<file path="src/rtl/debug_pkg.sv">
// Shared constants for the register-dump UART: ASCII codes, FSM states,
// line/header geometry and the per-byte text formatting helpers.
// Optional header text is compiled in with REG_DUMP_HEADER_EN.
package debug_pkg;

    localparam logic [7:0] CH_X  = 8'h78;  // 'x'
    localparam logic [7:0] CH_EQ = 8'h3D;  // '='
    localparam logic [7:0] CH_CR = 8'h0D;
    localparam logic [7:0] CH_LF = 8'h0A;
    localparam logic [7:0] CH_0  = 8'h30;  // '0'
    localparam logic [7:0] CH_A  = 8'h41;  // 'A'

    localparam int LINE_LEN = 14;          // "xNN=HHHHHHHH\r\n"
    localparam int HDR_LEN  = 6;           // "REGS\r\n"

    typedef enum logic [2:0] {
        ST_IDLE,
        ST_HDR,
        ST_ADDR,
        ST_CAPT,
        ST_SEND,
        ST_NEXT,
        ST_FIN
    } state_e;

    // One uppercase hex digit.
    function automatic logic [7:0] hex_ascii(input logic [3:0] n);
        return (n < 4'd10) ? CH_0 + {4'h0, n} : CH_A + {4'h0, n} - 8'd10;
    endfunction

    // Byte k (0..13) of the text line for register idx holding val.
    function automatic logic [7:0] line_byte(input logic [3:0] k, input logic [4:0] idx,
                                             input logic [31:0] val);
        logic [3:0] tens;
        logic [3:0] units;
        logic [3:0] nib;
        logic [7:0] b;
        tens  = (idx >= 5'd30) ? 4'd3 : (idx >= 5'd20) ? 4'd2 : (idx >= 5'd10) ? 4'd1 : 4'd0;
        units = 4'(idx - 5'(tens) * 5'd10);
        // bytes 4..11 carry nibbles 7..0, most significant first
        nib   = 4'(val >> {(4'd11 - k), 2'b00});
        case (k)
            4'd0:    b = CH_X;
            4'd1:    b = CH_0 + {4'h0, tens};
            4'd2:    b = CH_0 + {4'h0, units};
            4'd3:    b = CH_EQ;
            4'd12:   b = CH_CR;
            4'd13:   b = CH_LF;
            default: b = hex_ascii(nib);
        endcase
        return b;
    endfunction

    // Byte k (0..5) of the "REGS\r\n" banner.
    function automatic logic [7:0] hdr_byte(input logic [2:0] k);
        logic [7:0] b;
        case (k)
            3'd0:    b = 8'h52;
            3'd1:    b = 8'h45;
            3'd2:    b = 8'h47;
            3'd3:    b = 8'h53;
            3'd4:    b = CH_CR;
            default: b = CH_LF;
        endcase
        return b;
    endfunction

endpackage

</file>
<file path="src/rtl/uart_tx_byte.sv">
// 8N1 byte transmitter, LSB first, idle high. tx_ready is also high in the
// last cycle of the stop bit so a waiting byte follows with no idle gap.
module uart_tx_byte #(
    parameter int CLKS_PER_BIT = 8
) (
    input  logic       clk,
    input  logic       resetn,
    input  logic       tx_valid,
    input  logic [7:0] tx_data,
    output logic       tx_ready,
    output logic       tx
);

    localparam int BW = $clog2(CLKS_PER_BIT);
    localparam logic [BW-1:0] BAUD_LAST = BW'(CLKS_PER_BIT - 1);

    logic          active_q;
    logic [BW-1:0] baud_q;
    logic [3:0]    bit_q;     // 0 start, 1..8 data, 9 stop
    logic [7:0]    shreg_q;
    logic          tx_q;
    logic          bit_end;
    logic          frame_end;

    assign bit_end   = (baud_q == BAUD_LAST);
    assign frame_end = bit_end && (bit_q == 4'd9);
    assign tx_ready  = !active_q || frame_end;
    assign tx        = tx_q;

    // Baud/bit counters and line driver; accepting a byte starts its start bit.
    always_ff @(posedge clk or negedge resetn) begin
        if (!resetn) begin
            active_q <= 1'b0;
            baud_q   <= '0;
            bit_q    <= '0;
            shreg_q  <= '0;
            tx_q     <= 1'b1;
        end else if (tx_ready && tx_valid) begin
            active_q <= 1'b1;
            baud_q   <= '0;
            bit_q    <= '0;
            shreg_q  <= tx_data;
            tx_q     <= 1'b0;
        end else if (active_q) begin
            if (bit_end) begin
                baud_q <= '0;
                if (bit_q == 4'd9) begin
                    active_q <= 1'b0;
                    bit_q    <= '0;
                end else begin
                    bit_q <= bit_q + 4'd1;
                    if (bit_q == 4'd8) begin
                        tx_q <= 1'b1;
                    end else begin
                        tx_q    <= shreg_q[0];
                        shreg_q <= {1'b0, shreg_q[7:1]};
                    end
                end
            end else begin
                baud_q <= baud_q + 1'b1;
            end
        end
    end

endmodule

</file>
<file path="src/rtl/reg_dump_uart.sv">
// Streams the register file as "xNN=HHHHHHHH\r\n" lines over a UART.
// Define REG_DUMP_HEADER_EN to prefix the dump with "REGS\r\n".
module reg_dump_uart
    import debug_pkg::*;
#(
    parameter int CLK_FREQ = 50000000,
    parameter int BAUD     = 115200,
    parameter int NUM_REGS = 32
) (
    input  logic        clk,
    input  logic        resetn,
    input  logic        dump_req,
    output logic        busy,
    output logic        done,
    output logic [4:0]  rf_raddr,
    input  logic [31:0] rf_rdata,
    output logic        uart_tx
);

    localparam int CLKS_PER_BIT = CLK_FREQ / BAUD;
    localparam logic [4:0] LAST_IDX  = 5'(NUM_REGS - 1);
    localparam logic [3:0] LAST_BYTE = 4'(LINE_LEN - 1);

    state_e      state_q;
    logic [4:0]  idx_q;
    logic [3:0]  byte_q;      // byte currently on the wire
    logic [31:0] shadow_q;
    logic        busy_q;
    logic        done_q;
    logic [4:0]  raddr_q;
`ifdef REG_DUMP_HEADER_EN
    localparam logic [3:0] HDR_LAST = 4'(HDR_LEN - 1);
    // 2: lead-in cycle (keeps start bit at the same latency), 1: first byte pending, 0: streaming
    logic [1:0]  hph_q;
`endif

    logic        tx_valid;
    logic        tx_ready;
    logic [7:0]  tx_data;

    assign busy     = busy_q;
    assign done     = done_q;
    assign rf_raddr = raddr_q;

    // Byte offered to the transmitter; SEND always offers the byte after the one in flight.
    always_comb begin
        tx_valid = 1'b0;
        tx_data  = CH_X;
        case (state_q)
            ST_CAPT: begin
                tx_valid = 1'b1;
                tx_data  = CH_X;
            end
            ST_SEND: begin
                tx_valid = 1'b1;
                tx_data  = line_byte(byte_q + 4'd1, idx_q, shadow_q);
            end
`ifdef REG_DUMP_HEADER_EN
            ST_HDR: begin
                tx_valid = (hph_q == 2'd1) || (hph_q == 2'd0 && byte_q != HDR_LAST);
                tx_data  = hdr_byte((hph_q == 2'd1) ? 3'd0 : 3'(byte_q + 4'd1));
            end
`endif
            default: ;
        endcase
    end

    // Dump sequencer: per register ADDR -> CAPT -> SEND -> NEXT, then FIN pulses done.
    always_ff @(posedge clk or negedge resetn) begin
        if (!resetn) begin
            state_q  <= ST_IDLE;
            idx_q    <= '0;
            byte_q   <= '0;
            shadow_q <= '0;
            busy_q   <= 1'b0;
            done_q   <= 1'b0;
            raddr_q  <= '0;
`ifdef REG_DUMP_HEADER_EN
            hph_q    <= '0;
`endif
        end else begin
            done_q <= 1'b0;
            case (state_q)
                ST_IDLE: begin
                    if (dump_req) begin
                        busy_q  <= 1'b1;
                        idx_q   <= '0;
                        raddr_q <= '0;
                        byte_q  <= '0;
`ifdef REG_DUMP_HEADER_EN
                        hph_q   <= 2'd2;
                        state_q <= ST_HDR;
`else
                        state_q <= ST_ADDR;
`endif
                    end
                end
`ifdef REG_DUMP_HEADER_EN
                ST_HDR: begin
                    if (hph_q == 2'd2) begin
                        hph_q <= 2'd1;
                    end else if (tx_ready) begin
                        if (hph_q == 2'd1) begin
                            hph_q <= 2'd0;
                        end else if (byte_q == HDR_LAST) begin
                            byte_q  <= '0;
                            state_q <= ST_ADDR;
                        end else begin
                            byte_q <= byte_q + 4'd1;
                        end
                    end
                end
`endif
                ST_ADDR: state_q <= ST_CAPT;
                ST_CAPT: begin
                    // read data for raddr_q is valid now; 'x' is handed off on this edge
                    shadow_q <= rf_rdata;
                    byte_q   <= '0;
                    state_q  <= ST_SEND;
                end
                ST_SEND: begin
                    if (tx_ready) begin
                        byte_q <= byte_q + 4'd1;
                        if (byte_q == LAST_BYTE - 4'd1) state_q <= ST_NEXT;
                    end
                end
                ST_NEXT: begin
                    // wait out the LF stop bit before moving on
                    if (tx_ready) begin
                        if (idx_q == LAST_IDX) begin
                            busy_q  <= 1'b0;
                            done_q  <= 1'b1;
                            state_q <= ST_FIN;
                        end else begin
                            idx_q   <= idx_q + 5'd1;
                            raddr_q <= idx_q + 5'd1;
                            state_q <= ST_ADDR;
                        end
                    end
                end
                ST_FIN:  state_q <= ST_IDLE;
                default: state_q <= ST_IDLE;
            endcase
        end
    end

    uart_tx_byte #(
        .CLKS_PER_BIT(CLKS_PER_BIT)
    ) u_tx (
        .clk      (clk),
        .resetn   (resetn),
        .tx_valid (tx_valid),
        .tx_data  (tx_data),
        .tx_ready (tx_ready),
        .tx       (uart_tx)
    );

endmodule

</file>
<file path="config.mk">
export PLATFORM = sky130hd
export DESIGN_NAME = reg_dump_uart
export DESIGN_NICKNAME = d
export VERILOG_FILES = /design/src/rtl/debug_pkg.sv /design/src/rtl/uart_tx_byte.sv /design/src/rtl/reg_dump_uart.sv
export SDC_FILE = /design/constraint.sdc
export NUM_CORES = 1
export LEC_CHECK = 0
export ABC_AREA = 0
export CAP_MARGIN = 30
export CORE_AREA = 3 3 106 83
export DETAILED_ROUTE_END_ITERATION = 8
export DIE_AREA = 0 0 109 86
export DONT_BUFFER_PORTS = 1
export SYNTH_ARGS = -nofsm -noshare
export SYNTH_HDL_FRONTEND = slang
export SYNTH_SLANG_ARGS = --single-unit
</file>
<file path="constraint.sdc">
create_clock -name clk -period 2.85 [get_ports clk]
set_input_delay 0.1425 -clock clk [delete_from_list [all_inputs] [get_ports clk]]
set_output_delay 0.1425 -clock clk [all_outputs]
set_load 0.05 [all_outputs]
</file>
-- Word-level counts from Yosys, hierarchy flattened
Cells that the tools add are included.
- bits in registers: 69
- input port bits: 35
- output and inout port bits: 8
- $add $sub $neg: 11
- multipliers: 1
- order comparisons: 4
- equality and inequality tests: 22
- shift-type cells: 1
- multiplexer cells: 48
- reduce and logical (&&, ||, !) cells: 18
- operator list (cell ; number):
    2-to-1 mux 8 bit ; 7
    one-hot mux 8 bit (6 select lines) ; 1
    >> shifter 32 x 6 -> 4 bit ; 1
    2-to-1 mux 9 bit ; 3
    2-to-1 mux 4 bit ; 6
    equality test 4 bit, second input constant ; 5
    2-to-1 mux 1 bit ; 17
    AND reduction 4 bit ; 4
    2-to-1 mux 3 bit ; 5
    2-to-1 mux 5 bit ; 3
    one-hot mux 3 bit (5 select lines) ; 1
    adder 6 x 4 -> 7 bit, first input constant ; 2
    one-hot mux 4 bit (3 select lines) ; 1
    >= comparator 5 bit, second input constant ; 2
    inequality test 2 bit, second input constant ; 5
    one-hot mux 5 bit (2 select lines) ; 1
    adder 9 x 1 -> 9 bit, second input constant ; 1
    equality test 9 bit, second input constant ; 1
    adder 4 x 1 -> 4 bit, second input constant ; 2
    adder 7 x 4 -> 8 bit, first input constant ; 1
    equality test 4 x 2 -> 1 bit, second input constant ; 2
    subtractor 8 x 4 -> 8 bit, second input constant ; 1
    adder 6 x 2 -> 7 bit, first input constant ; 1
    equality test 3 x 2 -> 1 bit, second input constant ; 2
    22 further kinds ; 30

-- Longest topological paths before layout
- depth in word-level cells: 10
- mapped depth: 12
- mapped depth without buffers: 11

-- Cells and area by module
Synthesis repeated with hierarchy kept, for this count alone.
- cell total of the unflattened synthesis: 393
- area total of the unflattened synthesis: 4135.2 µm²
- by module, submodules not included (module ; times used ; cells each ; area each (µm²) ; sequential area each (µm²)):
    reg_dump_uart ; 1 ; 248 ; 2712.6 ; 1151.1
    uart_tx_byte ; 1 ; 145 ; 1422.6 ; 576.8

-- Worst setup path after synthesis
OpenSTA, ideal clock, no wires.
- path type: register to register
- from: reg, netlist name rf_raddr[0]
- to: reg u_tx.shreg_q[3]
- arrival time: 2.562 ns
- path slack: 0.194 ns
- stages on the path, launching flop included: 11
- path buffers: 0
- cell sequence: dfrtp_1 > inv_1 > ha_1 > o31ai_1 > a21oi_1 > ha_1 > fa_1 > xnor2_1 > xnor2_1 > a31oi_1 > a221oi_2
- RTL lines (what ; line ; text):
    end signal, assigned ; uart_tx_byte.sv:42 ; shreg_q <= tx_data;
    end signal, assigned ; uart_tx_byte.sv:56 ; shreg_q <= {1'b0, shreg_q[7:1]};
    end, declared ; uart_tx_byte.sv:20 ; logic [7:0] shreg_q;

==> flow_metrics.py <==
metrics = {
    "global_routing": {
        "grt_usage_pct": 20.3,
        "antenna_found_initial": 0,
        "grt_max_degree": 69,
        "overflow": 0,
        "grt_pass1_vias": 3085,
        "grt_pass1_wl_mm": 15.0,
    },
    "route": {
        "vias_per_cell": 5.34,
        "drt_wl_total_mm": 8.63,
        "route.vias.total": 3060,
        "dr.pass1.iters": 4,
        "drt-wirelength-per-cell_um": 15.1,
        "drcViolationCount": 0,
        "ant_nets": 0,
        "drt_iter0_markers": 201,
    },
    "worst_setup_path": {
        "max_stage_delay_ps": 460,
        "r2r_start": "rf_raddr[1]$_DFFE_PN0P_",
        "required_ps": 3110,
        "reg2reg_depth": 9,
        "cp_cell_sequence": "buf_4 > nand2b_1 > a31o_2 > a21oi_1 > ha_1 > fa_1 > nor2_1 > o221ai_1 > o221ai_1",
        "critPathTopFamily": "compound AO/OA/AOI/OAI gates",
        "critPathMaxFanout": 7,
        "cpMostUsedCell": "o221ai_1",
        "crit_type": "reg -> reg",
        "setup.worst_path.end_class": "register",
        "cpMaxStageDelayCell": "dfrtp_1",
        "critPathArrivalTime_ps": 2800,
        "startpoint_type": "register",
        "cp_num_buf_inv": 1,
        "reg2reg_slack_ps": 310,
        "r2r-end": "u_tx.shreg_q[2]$_DFFE_PN0P_",
    },
    "floorplan": {
        "num_io_pins": 43,
        "core_um2": 7810,
        "start_util_pct": 49.9,
        "die_w_um": 109,
        "rows": 28,
        "die_y_um": 86,
        "design.die.area_um2": 9370,
    },
    "final_layout": {
        "drive_gt1_share_pct": 12.8,
        "stdcell_area_um2": 4650,
        "fillers": 684,
        "finalNonFillerCells": 573,
        "final_core_util_pct": 59.5,
        "fin_nets": 516,
        "antenna_cells": 0,
        "syn_to_final_growth_pct": 19.2,
    },
    "timing": {
        "grt_setup_unrepaired": "false",
        "finalCriticalPeriod_ps": 2540,
        "worst_slack_ps": 312,
        "setup_tns_ps": 0,
        "period_share_pct": 89.1,
        "setup_viol": 0,
        "relSlewSlack_pct": 58.1,
        "finalClockSkew_ps": 12.7,
        "hold_ws_ps": 270,
        "fmax_ghz": 0.394,
        "slew_violations": 0,
        "tightest_slew_ps": 629,
        "hold_viol": 0,
    },
    "clock_network": {
        "clk_path_buf_depth": 2,
        "clkTransAtPathRegs_ps": 70,
        "cts_num_sinks": 68,
        "clock_latency_ps": 350,
        "cts_tree": "done",
        "ctsHtreeMaxLevel": 3,
        "root_buffer": "clkbuf_8",
        "cts_buffers": 9,
    },
    "placed_design": {
        "place_area_um2": 4040,
        "dpl.hpwl_mm": 5.97,
        "dp_cells": 520,
        "place.gp.congestion": 0.826,
        "io_buffers": 0,
        "place_ws_ps": 166,
    },
    "yosys": {
        "synth.top_cell.area_share_pct": 43.0,
        "async_reset_ff_share_pct": 100,
        "synth_area_leaders": "dfrtp_1 (43%), nand2_1 (12%), ha_1 (5.5%)",
        "ys_ff_latch": 68,
        "yosysWarnings": 0,
        "syn-num-nets": 474,
        "yosysUniqueCellTypes": 71,
        "ys.flop_type": "dfrtp_1",
        "yosysTopAreaCell": "dfrtp_1",
        "syn_inst": 421,
        "synth_area_um2": 3900,
        "syn_area_per_cell_um2": 9.27,
        "synth-seq-area-share_pct": 43.6,
        "synth_edf_count": 0,
    },
    "pwr": {
        "p_total_mw": 1.97,
        "leakage_nw": 2.13,
        "power_density_nw_per_um2": 424,
        "peakVddDrop_uv": 314,
    },
    "hold_path": {
        "min-delay-start": "dump_req",
        "min_delay_path_depth": 4,
        "hp-class": "in -> reg",
        "whs_endpoint": "rf_raddr[1]$_DFFE_PN0P_",
    },
    "outcome": {
        "status": "finished clean",
    },
    "run": {
        "drv_cap": 0,
    },
}
[cells in the final DEF (no fill, tap or decap), drive strengths merged, types with 3 or more instances in the layout]
master / instances
ha: 17
buf: 15
and2: 3
nor2: 33
o221ai: 3
mux2i: 9
nand3: 11
nand2: 121
o21ai: 21
dfrtp: 67
clkbuf: 10
nand3b: 3
nand4: 3
nor2b: 5
nor3: 5
dlygate4sd3: 34
a31oi: 4
xor2: 4
inv: 17
xnor2: 7
and3: 7
a21oi: 10
nand2b: 6
o31ai: 5
mux2: 4
mux4: 7
[cells by family (layout without fill, tap and decap cells)]
family	Yosys count	count (layout)	share of synthesized area (%)
xor gates and xnor gates	11	11	2.66
and+or+nand+nor	205	205	24.0
buffers and inverters	35	82	3.78
adders and majority gates	18	18	5.97
muxes	20	20	7.70
AOI/OAI and AO/OA	64	64	12.3
DFF	68	68	43.6
[how the worst max path moves through the flow]
stage,from,end,slack (ps),cells past startpoint
after detailed placement,byte_q[0]$_DFFE_PN0P_,u_tx.shreg_q[4]$_DFFE_PN0P_,170,11
after global placement,byte_q[0]$_DFFE_PN0P_,u_tx.shreg_q[4]$_DFFE_PN0P_,280,11
after CTS,byte_q[0]$_DFFE_PN0P_,u_tx.shreg_q[4]$_DFFE_PN0P_,130,11
after floorplan,rf_raddr[0]$_DFFE_PN0P_,u_tx.shreg_q[3]$_DFFE_PN0P_,190,10
after global routing,byte_q[0]$_DFFE_PN0P_,u_tx.shreg_q[4]$_DFFE_PN0P_,50,11
final,rf_raddr[1]$_DFFE_PN0P_,u_tx.shreg_q[2]$_DFFE_PN0P_,310,9
[layer usage]
metal	part of all wire, %	global-route usage, %	vias up
met2	42	28.9	89
met5	0	0	-
met1	51	30.5	1436
met3	5.6	4.29	9
met4	1.3	7.00	0
li1	-	-	1526
[report_power, final]
part           internal [mW]  switching [mW]  total, mW
combinational         0.0537          0.0423     0.0960
sequential             0.987          0.0122       1.00
clock                  0.493           0.385      0.878
[timing repair]
action                                  CTS  global route
buffers inserted                          0             2
endpoints found under the hold margin   101             0
resized for setup                         0             4
endpoints found under the setup margin    0             4
hold buffers                             35             0
[cell usage after synthesis (3+ instances only)]
library cell and n:
nand4_1 3, buf_1 4, nand3_1 11, buf_2 4, xnor2_1 6, nor2b_1 5
o21ai_0 17, ha_1 17, nand2b_1 5, o31ai_1 4, a21oi_1 10, nor2_1 32
dfrtp_1 67, a31oi_1 3, mux2i_1 9, xor2_1 4, and3_1 7, inv_1 17
mux4_2 5, clkbuf_1 8, nand2_1 121, nor3_1 4
[state kept, by name, indices dropped and copies added, names as in the netlist, 3 cells and up]
name	count
rf_raddr	5
state_q	3
shadow_q	32
byte_q	4
u_tx.baud_q	9
u_tx.shreg_q	7
u_tx.bit_q	4
[worst reg2reg max path: stages (launching register included)]
cell      delay (ps)
dfrtp_1          460
buf_4            250
nand2b_1          80
a31o_2           240
a21oi_1          300
ha_1             240
fa_1             420
nor2_1           150
o221ai_1         130
o221ai_1         190
[area by class of cell]
type | count | area (um2) | area share (%)
clock buffers | 10 | 128 | 2.74
clock inverters | 6 | 88.8 | 1.91
inverters | 17 | 63.8 | 1.37
multi-input cells | 318 | 2060 | 44.3
flip-flops and latches | 68 | 1700 | 36.6
well taps | 105 | 131 | 2.83
repair buffers | 49 | 473 | 10.2
(Power assumes the default switching activity.)
